--- src/rtl/counter_driver.sv ---
// Command-driven initiator for the 4-mode up/down/load counter: primes the counter
// with a seed, runs it CMD_LEN cycles, and checks every returned sample against a shadow model.
module counter_driver #(
    parameter int LEN_W = 8
) (
    input  logic             CLK,
    input  logic             RESET,
    input  logic             CMD_VALID,
    output logic             CMD_READY,
    input  logic [1:0]       CMD_MODO,
    input  logic [3:0]       CMD_SEED,
    input  logic [3:0]       CMD_D,
    input  logic [LEN_W-1:0] CMD_LEN,
    output logic             CNT_RESET,
    output logic             CNT_ENABLE,
    output logic [1:0]       CNT_MODO,
    output logic [3:0]       CNT_D,
    input  logic [3:0]       CNT_Q,
    input  logic             CNT_RCO,
    input  logic             CNT_LOAD,
    output logic             BUSY,
    output logic             DONE,
    output logic [3:0]       RESULT_Q,
    output logic [LEN_W-1:0] RCO_CNT,
    output logic             ERR,
    output logic [LEN_W-1:0] ERR_STEP
);

    typedef enum logic [2:0] {IDLE, PRIME, RUN, DRAIN, FIN} state_t;

    state_t           state;
    logic [1:0]       modo_r;
    logic [3:0]       seed_r;
    logic [3:0]       d_r;
    logic [LEN_W-1:0] len_r;
    logic [LEN_W-1:0] idx;

    logic [3:0]       exp_q;
    logic             exp_rco;
    logic             exp_load;

    logic [4:0]       step_sum;
    logic             mismatch;
    logic             sampling;

    // {RCO,Q} result of applying the latched mode to the current shadow value
    always_comb begin
        step_sum = '0;
        unique case (modo_r)
            2'b00:   step_sum = {1'b0, exp_q} + 5'd3;
            2'b01:   step_sum = {1'b0, exp_q} - 5'd1;
            2'b10:   step_sum = {1'b0, exp_q} + 5'd1;
            default: step_sum = {1'b0, d_r};
        endcase
    end

    always_comb begin
        mismatch = (CNT_Q != exp_q) || (CNT_RCO != exp_rco) || (CNT_LOAD != exp_load);
        sampling = (state == RUN) || (state == DRAIN);
    end

    always_ff @(posedge CLK) begin
        if (RESET) begin
            state      <= IDLE;
            CMD_READY  <= 1'b0;
            CNT_RESET  <= 1'b1;
            CNT_ENABLE <= 1'b0;
            CNT_MODO   <= '0;
            CNT_D      <= '0;
            BUSY       <= 1'b0;
            DONE       <= 1'b0;
            RESULT_Q   <= '0;
            RCO_CNT    <= '0;
            ERR        <= 1'b0;
            ERR_STEP   <= '0;
            modo_r     <= '0;
            seed_r     <= '0;
            d_r        <= '0;
            len_r      <= '0;
            idx        <= '0;
            exp_q      <= '0;
            exp_rco    <= 1'b0;
            exp_load   <= 1'b0;
        end else begin
            CNT_RESET <= 1'b0;
            DONE      <= 1'b0;

            // Counter output lags the issued command by one edge, so samples are
            // taken on every closing edge of RUN and DRAIN.
            if (sampling) begin
                RESULT_Q <= CNT_Q;
                if ((idx != '0) && CNT_RCO && (RCO_CNT != '1))
                    RCO_CNT <= RCO_CNT + 1'b1;
                if (mismatch && !ERR) begin
                    ERR      <= 1'b1;
                    ERR_STEP <= idx;
                end
                idx <= idx + 1'b1;
            end

            case (state)
                IDLE: begin
                    if (CMD_VALID && CMD_READY) begin
                        modo_r     <= CMD_MODO;
                        seed_r     <= CMD_SEED;
                        d_r        <= CMD_D;
                        len_r      <= CMD_LEN;
                        ERR        <= 1'b0;
                        ERR_STEP   <= '0;
                        RCO_CNT    <= '0;
                        idx        <= '0;
                        CMD_READY  <= 1'b0;
                        BUSY       <= 1'b1;
                        CNT_ENABLE <= 1'b1;
                        CNT_MODO   <= 2'b11;
                        CNT_D      <= CMD_SEED;
                        state      <= PRIME;
                    end else begin
                        CMD_READY <= 1'b1;
                    end
                end
                PRIME: begin
                    exp_q    <= seed_r;
                    exp_rco  <= 1'b0;
                    exp_load <= 1'b1;
                    if (len_r == '0) begin
                        CNT_ENABLE <= 1'b0;
                        CNT_MODO   <= '0;
                        CNT_D      <= '0;
                        state      <= DRAIN;
                    end else begin
                        CNT_MODO <= modo_r;
                        CNT_D    <= d_r;
                        state    <= RUN;
                    end
                end
                RUN: begin
                    exp_q    <= step_sum[3:0];
                    exp_rco  <= step_sum[4];
                    exp_load <= (modo_r == 2'b11);
                    if (idx == len_r - 1'b1) begin
                        CNT_ENABLE <= 1'b0;
                        CNT_MODO   <= '0;
                        CNT_D      <= '0;
                        state      <= DRAIN;
                    end
                end
                DRAIN: begin
                    DONE  <= 1'b1;
                    state <= FIN;
                end
                FIN: begin
                    BUSY      <= 1'b0;
                    CMD_READY <= 1'b1;
                    state     <= IDLE;
                end
                default: begin
                    state <= IDLE;
                end
            endcase
        end
    end

endmodule
--- config.mk ---
export PLATFORM = sky130hd
export DESIGN_NAME = counter_driver
export DESIGN_NICKNAME = d
export VERILOG_FILES = /design/src/rtl/counter_driver.sv
export SDC_FILE = /design/constraint.sdc
export NUM_CORES = 1
export LEC_CHECK = 0
export CORE_ASPECT_RATIO = 1.4
export CORE_MARGIN = 1
export CORE_UTILIZATION = 55
export CTS_BUF_LIST = sky130_fd_sc_hd__clkbuf_4 sky130_fd_sc_hd__clkbuf_8 sky130_fd_sc_hd__clkbuf_16
export CTS_CLUSTER_SIZE = 10
export DETAILED_ROUTE_END_ITERATION = 10
export PLACE_DENSITY = 0.83
export SYNTH_ARGS = -nofsm -noshare
export SYNTH_HDL_FRONTEND = slang
export SYNTH_SLANG_ARGS = --single-unit
--- constraint.sdc ---
create_clock -name CLK -period 6.6 [get_ports CLK]
set_input_delay 0.99 -clock CLK [delete_from_list [all_inputs] [get_ports CLK]]
set_output_delay 0.99 -clock CLK [all_outputs]
set_load 0.005 [all_outputs]
==> results.ini, run 1 <==
[clocking]
cts.sinks = 67
clk_pin_slew_ns = 0.07
cts-htree-levels = 3
cts_tree = built
ctsRootBufferMaster = clkbuf_8
ctsResizeCount = 0
cts_buffer_depth = 2
post_cts_buffers = 0
numCtsBuffers = 9
clk_latency_ns = 0.34
holdBufCountCts = 0

[power_and_ir_drop]
power_frac_seq_pct = 38.9
ir_worst_vdd_mv = 0.223
power.share.combinational_pct = 37.0
power.density_nw_per_um2 = 353
p_leak_nw = 1.43
power.switching_mw = 0.508
internal_power_mw = 0.881
switching_share_pct = 36.6
clkPwrFrac_pct = 24.1

[routing]
remaining_drc_errors = 0
vias = 2789
vias_per_cell = 5.62
drt_first_pass_iters = 4
dr.first_iter.drc_count = 157
routed_wl_mm = 7.13
antenna_left = 0
avgRoutedWirePerCell_microns = 14.4

[logic_synthesis]
synth_area_sq_um = 3140
synth_edf_count = 0
yosysMostFrequentCell = dfxtp_1
seq_area_frac_synth_pct = 42.7
netlist_instances = 374
yosysTopAreaCell = dfxtp_1
ys_seq_elements = 67
yosysWarnings = 0
syn-mean-instance-area_sq_um = 8.40
synth_commonest_cells = dfxtp_1, nand2_1, nor2_1
netlist.area_leader.share_pct = 42.7
synth_area_leaders = dfxtp_1, nand2_1, a21oi_1
async_flop_share_pct = 0
synth_ff_type = dfxtp_1
syn-num-nets = 410
synth_cell_types = 45

[critical_path]
crit_fanout = 26
crit_type = primary input to flip-flop
cp-start-kind = primary input
crit_required_ns = 6.79
worstPathArrival_ns = 3.13
endpoint_kind = flip-flop

[grt]
antenna_found_initial = 0
grt_max_degree = 43
grt_first_pass_wirelength_mm = 11.6
gr-total-overflow = 0
grt_pass1_vias = 2598
track_usage_pct = 25.4

[sta]
fmax_mhz = 340
worst_slew_pin_slew_ns = 0.958
timing.final.crit_period_ns = 2.94
setup_tns_ns = 0
fin_skew_ns = 0.00562
relSlewSlack_pct = 36.2
worst_hold_slack_ns = 0.458
slew_violations = 0
period_share_pct = 44.5
setup_violations = 0
finalHoldViolations = 0
rsz0062_at_grt = no

[cells_and_area]
drive_gt1_share_pct = 6.31
final_cells = 496
fin_util_pct = 71.2
seq_area_sq_um = 1340
multiInputGateArea_sq_um = 1670
antennaDiodeCount = 0
syn_to_final_growth_pct = 25.2
num-nets-final = 459
fillers = 458

[place]
dp_hpwl_mm = 5.10
dp_cells = 480
port_buffers = 58
gp_congestion = 0.813

[floorplan]
die_h_microns = 91.4
num_rows = 32
die_area_sq_um = 6030
io_pins = 59
die_w_microns = 65.9
start_util_pct = 56.9
core_area_sq_um = 5530

[run]
cap_violations = 0

[run_status]
status = finished, final reports clean

[min_path]
min_path_type = flip-flop to flip-flop

==> logic make-up after synthesis <==
logic type                 Yosys count  synth area share, %
DFF                                 67                 42.7
xor gates and xnor gates            28                 7.80
buffers and inverters               33                 4.38
AOI/OAI and AO/OA                   74                 15.2
adders and majority gates            9                 3.82
and+or+nand+nor                    153                 22.9
muxes                               10                 3.18
==> layout by cell type, fill, tap and decap left out, types with 3 or more instances in the layout <==
cell type	count
dfxtp_1	67
nand2_1	62
clkdlybuf4s50_1	58
nor2_1	40
a21oi_1	39
nor3_1	17
xnor2_1	15
xor2_1	13
clkbuf_8	13
inv_1	10
mux2i_1	10
ha_1	8
o21ai_0	6
nand3_1	6
a211oi_1	6
a22oi_1	5
nor2b_1	4
nand2b_1	4
nand4_1	4
nor3b_1	4
and3_1	3
buf_4	3
==> state kept, by name, summed over array words and instances, names as in the netlist <==
| signal | flops |
|---|---|
| len_r | 8 |
| RESULT_Q | 4 |
| modo_r | 2 |
| ERR_STEP | 8 |
| CNT_D | 4 |
| DONE | 1 |
| d_r | 4 |
| CNT_MODO | 2 |
| BUSY | 1 |
| CNT_RESET | 1 |
| exp_q | 4 |
| CMD_READY | 1 |
| idx | 8 |
| state | 3 |
| exp_rco | 1 |
| CNT_ENABLE | 1 |
| ERR | 1 |
| seed_r | 4 |
| exp_load | 1 |
| RCO_CNT | 8 |
==> through the flow <==
stage               setup WS, ns  power, mW  instance area, sq um
CTS                         3.66       1.39                  3940
finish                      3.66       1.39                  3940
global placement            3.41       1.04                  3740
global route                3.51       1.47                  3940
floorplan                   4.23      0.910                  3140
detailed placement          3.33       1.06                  3740
==> power groups by stage <==
stage / clock network (mW) / registers (mW) / logic (mW)
2_1_floorplan: 0 / 0.523 / 0.387
3_3_place_gp: 0 / 0.547 / 0.492
3_5_place_dp: 0 / 0.548 / 0.512
4_1_cts: 0.339 / 0.539 / 0.516
5_1_grt: 0.360 / 0.549 / 0.565
6_report: 0.335 / 0.540 / 0.514
==> layer usage <==
metal / GRT usage, % / wire, microns
met1: 28.4 / 2850
met2: 42.0 / 3700
met3: 6.28 / 275
met4: 15.8 / 306
met5: 0 / 0
==> final timing paths <==
check	from	endpoint	slack (ns)	depth (start not counted)
worst min register to register	RESULT_Q[0]	RESULT_Q[0]	0.46	2
worst max-delay path	CMD_VALID	RCO_CNT[1]	3.66	6
worst min-delay path	RESULT_Q[0]	RESULT_Q[0]	0.46	2
worst max register to register	len_r[0]	CNT_ENABLE	4.01	8
==> critical path, stage by stage <==
cell             delay [ns]
clkdlybuf4s50_1        0.52
nand2_1                0.10
nor2_1                 0.09
nand2_1                0.41
nand2b_1               0.88
nor2_1                 0.12
==> final cells by class <==
| class | count | area share, % |
|---|---|---|
| repair buffers | 61 | 15.3 |
| inverters | 10 | 0.954 |
| clock buffers | 15 | 4.93 |
| multi-input cells | 274 | 42.4 |
| flip-flops and latches | 67 | 34.1 |
| clock inverters | 1 | 0.127 |
| well taps | 68 | 2.16 |
No activity file was read; power rests on OpenSTA's default activity.
==> run 2: changes to the inputs <==
CORE_UTILIZATION = 47   (was 55)
PLACE_DENSITY = 0.75   (was 0.83)
clock period = 2.61 ns   (was 6.6 ns; I/O delays follow)
==> run 2 against run 1 <==
  * The flow now finishes with violations (DRC)
  * Utilization is 8.3 points lower
  * Register-to-register slack lost 3.7 ns
  * Sequential cell count did not move
  * Worst hold slack worse by 0.00060 ns
  * Critical path type is now flip-flop to flip-flop
  * Critical endpoint is now CNT_MODO[0]
==> results.ini, run 2 (synthesis results as in run 1) <==
[routing]
wl_met1_mm = 3.02
avgRoutedWirePerCell_microns = 13.7
vias = 2724
drt_first_pass_iters = 7
antenna_left = 0
vias_per_cell = 5.40
dr.first_iter.drc_count = 145
highest_layer = met4
wl_met2_mm = 3.50
wl_met3_microns = 271
routed_wl_mm = 6.91
remaining_drc_errors = 5

[cells_and_area]
num-nets-final = 464
final_cells = 504
syn_to_final_growth_pct = 27.0
drive_gt1_share_pct = 7.18
fin_util_pct = 62.9
antennaDiodeCount = 0
layout_common_cells = dfxtp_1, nand2_1, clkdlybuf4s50_1, nor2_1, a21oi_1
final_common_cell = dfxtp_1

[grt]
antenna_found_initial = 0
grt_first_pass_wirelength_mm = 11.4
gr-total-overflow = 0
grt_max_degree = 27
track_usage_pct = 21.1
grt_pass1_vias = 2516

[clocking]
cts-htree-levels = 3
cts.sinks = 67
clk_latency_ns = 0.34
holdBufCountCts = 0
post_cts_buffers = 0
numCtsBuffers = 9
cts_buffer_depth = 2
ctsResizeCount = 0
ctsRootBufferMaster = clkbuf_8
cts_tree = built
clk_pin_slew_ns = 0.07

[critical_path]
max_stage_delay_ns = 0.41
crit_required_ns = 2.86
crit_chain = inv_1 > ha_1 > o21ba_1 > a221oi_1 > a41oi_1 > nor4b_4 > buf_4 > nor3_1 > a211oi_1
crit_buf_inv = 2
reg2reg_from = len_r[0]
r2r_slack_ns = 0.33
crit_type = flip-flop to flip-flop
cp-startpoint = len_r[0]
worstPathArrival_ns = 2.53
crit_slowest_cell = dfxtp_1
cp-start-kind = flip-flop
endpoint_kind = flip-flop
path_delay_family = compound AO/OA/AOI/OAI gates
crit_fanout = 7

[sta]
timing.final.crit_period_ns = 2.28
fin_skew_ns = 0.0120
worst_slew_pin_slew_ns = 0.789
finalHoldViolations = 0
rsz0062_at_grt = no
slew_violations = 0
setup_tns_ns = 0
setup_violations = 0
period_share_pct = 87.5
fmax_mhz = 438
relSlewSlack_pct = 47.0

[place]
dp_hpwl_mm = 5.12
port_buffers = 58
gp_congestion = 0.876
dp_cells = 489

[run_status]
violations = DRC
status = finished, violations left

[floorplan]
core_area_sq_um = 6340
die_area_sq_um = 7020
start_util_pct = 49.6
die_h_microns = 98.8
die_w_microns = 71.1
num_rows = 34
io_pins = 59

[power_and_ir_drop]
total_power_mw = 3.57
power.density_nw_per_um2 = 895
ir_worst_vdd_mv = 0.434
p_leak_nw = 1.46

[min_path]
hold_start = seed_r[3]
min_path_type = flip-flop to flip-flop

[run]
cap_violations = 0

-- run 2: changes by cell type in the layout (fill, tap and decap cells not counted) --
cell,delta
clkinv_4,+1
bufinv_16,+2
clkbuf_4,-1
buf_4,+5
clkbuf_8,-4
clkinv_2,+1
-- run 2: path summary, 6_finish.rpt --
| check | end | cells past startpoint |
|---|---|---|
| setup / recovery | CNT_MODO[0] | 9 |
| hold / removal | seed_r[3] | 2 |
| setup reg to reg | CNT_MODO[0] | 9 |
| hold reg to reg | seed_r[3] | 2 |
-- run 2: metrics by stage --
step | worst slack (ns) | hold WS, ns | instance area (sq um)
2_1_floorplan | 0.425 | 0.419 | 3140
3_3_place_gp | 0.321 | 0.448 | 3780
3_5_place_dp | 0.245 | 0.449 | 3780
4_1_cts | 0.326 | 0.460 | 3990
5_1_grt | 0.197 | 0.484 | 3990
6_report | 0.326 | 0.458 | 3990
-- run 2: metal layers --
layer  vias to the layer above  track usage (%)
met4                         0             9.08
met5                         -                0
met2                        62             35.4
li1                       1383                -
met1                      1271             25.6
met3                         8             5.21
-- run 2: area by class of cell --
type	instances	area, sq um
Tap cell	72	90.1
Inverter	10	37.5
Multi-Input combinational cell	274	1670
Fill cell	588	2350
Clock inverter	5	78.8
Sequential cell	67	1340
Timing Repair Buffer	66	641
Clock buffer	10	131
-- run 2: tightest hold or removal path: stages, from the launching register on --
cell and delay (ns):
dfxtp_1 0.31, nand2_1 0.05, a21oi_1 0.05
-- run 2: where the power goes --
part | leakage [nW] | switching [mW] | internal (mW)
sequential | 0.545 | 0.183 | 1.19
clock | 0.110 | 0.375 | 0.541
combinational | 0.807 | 0.700 | 0.584
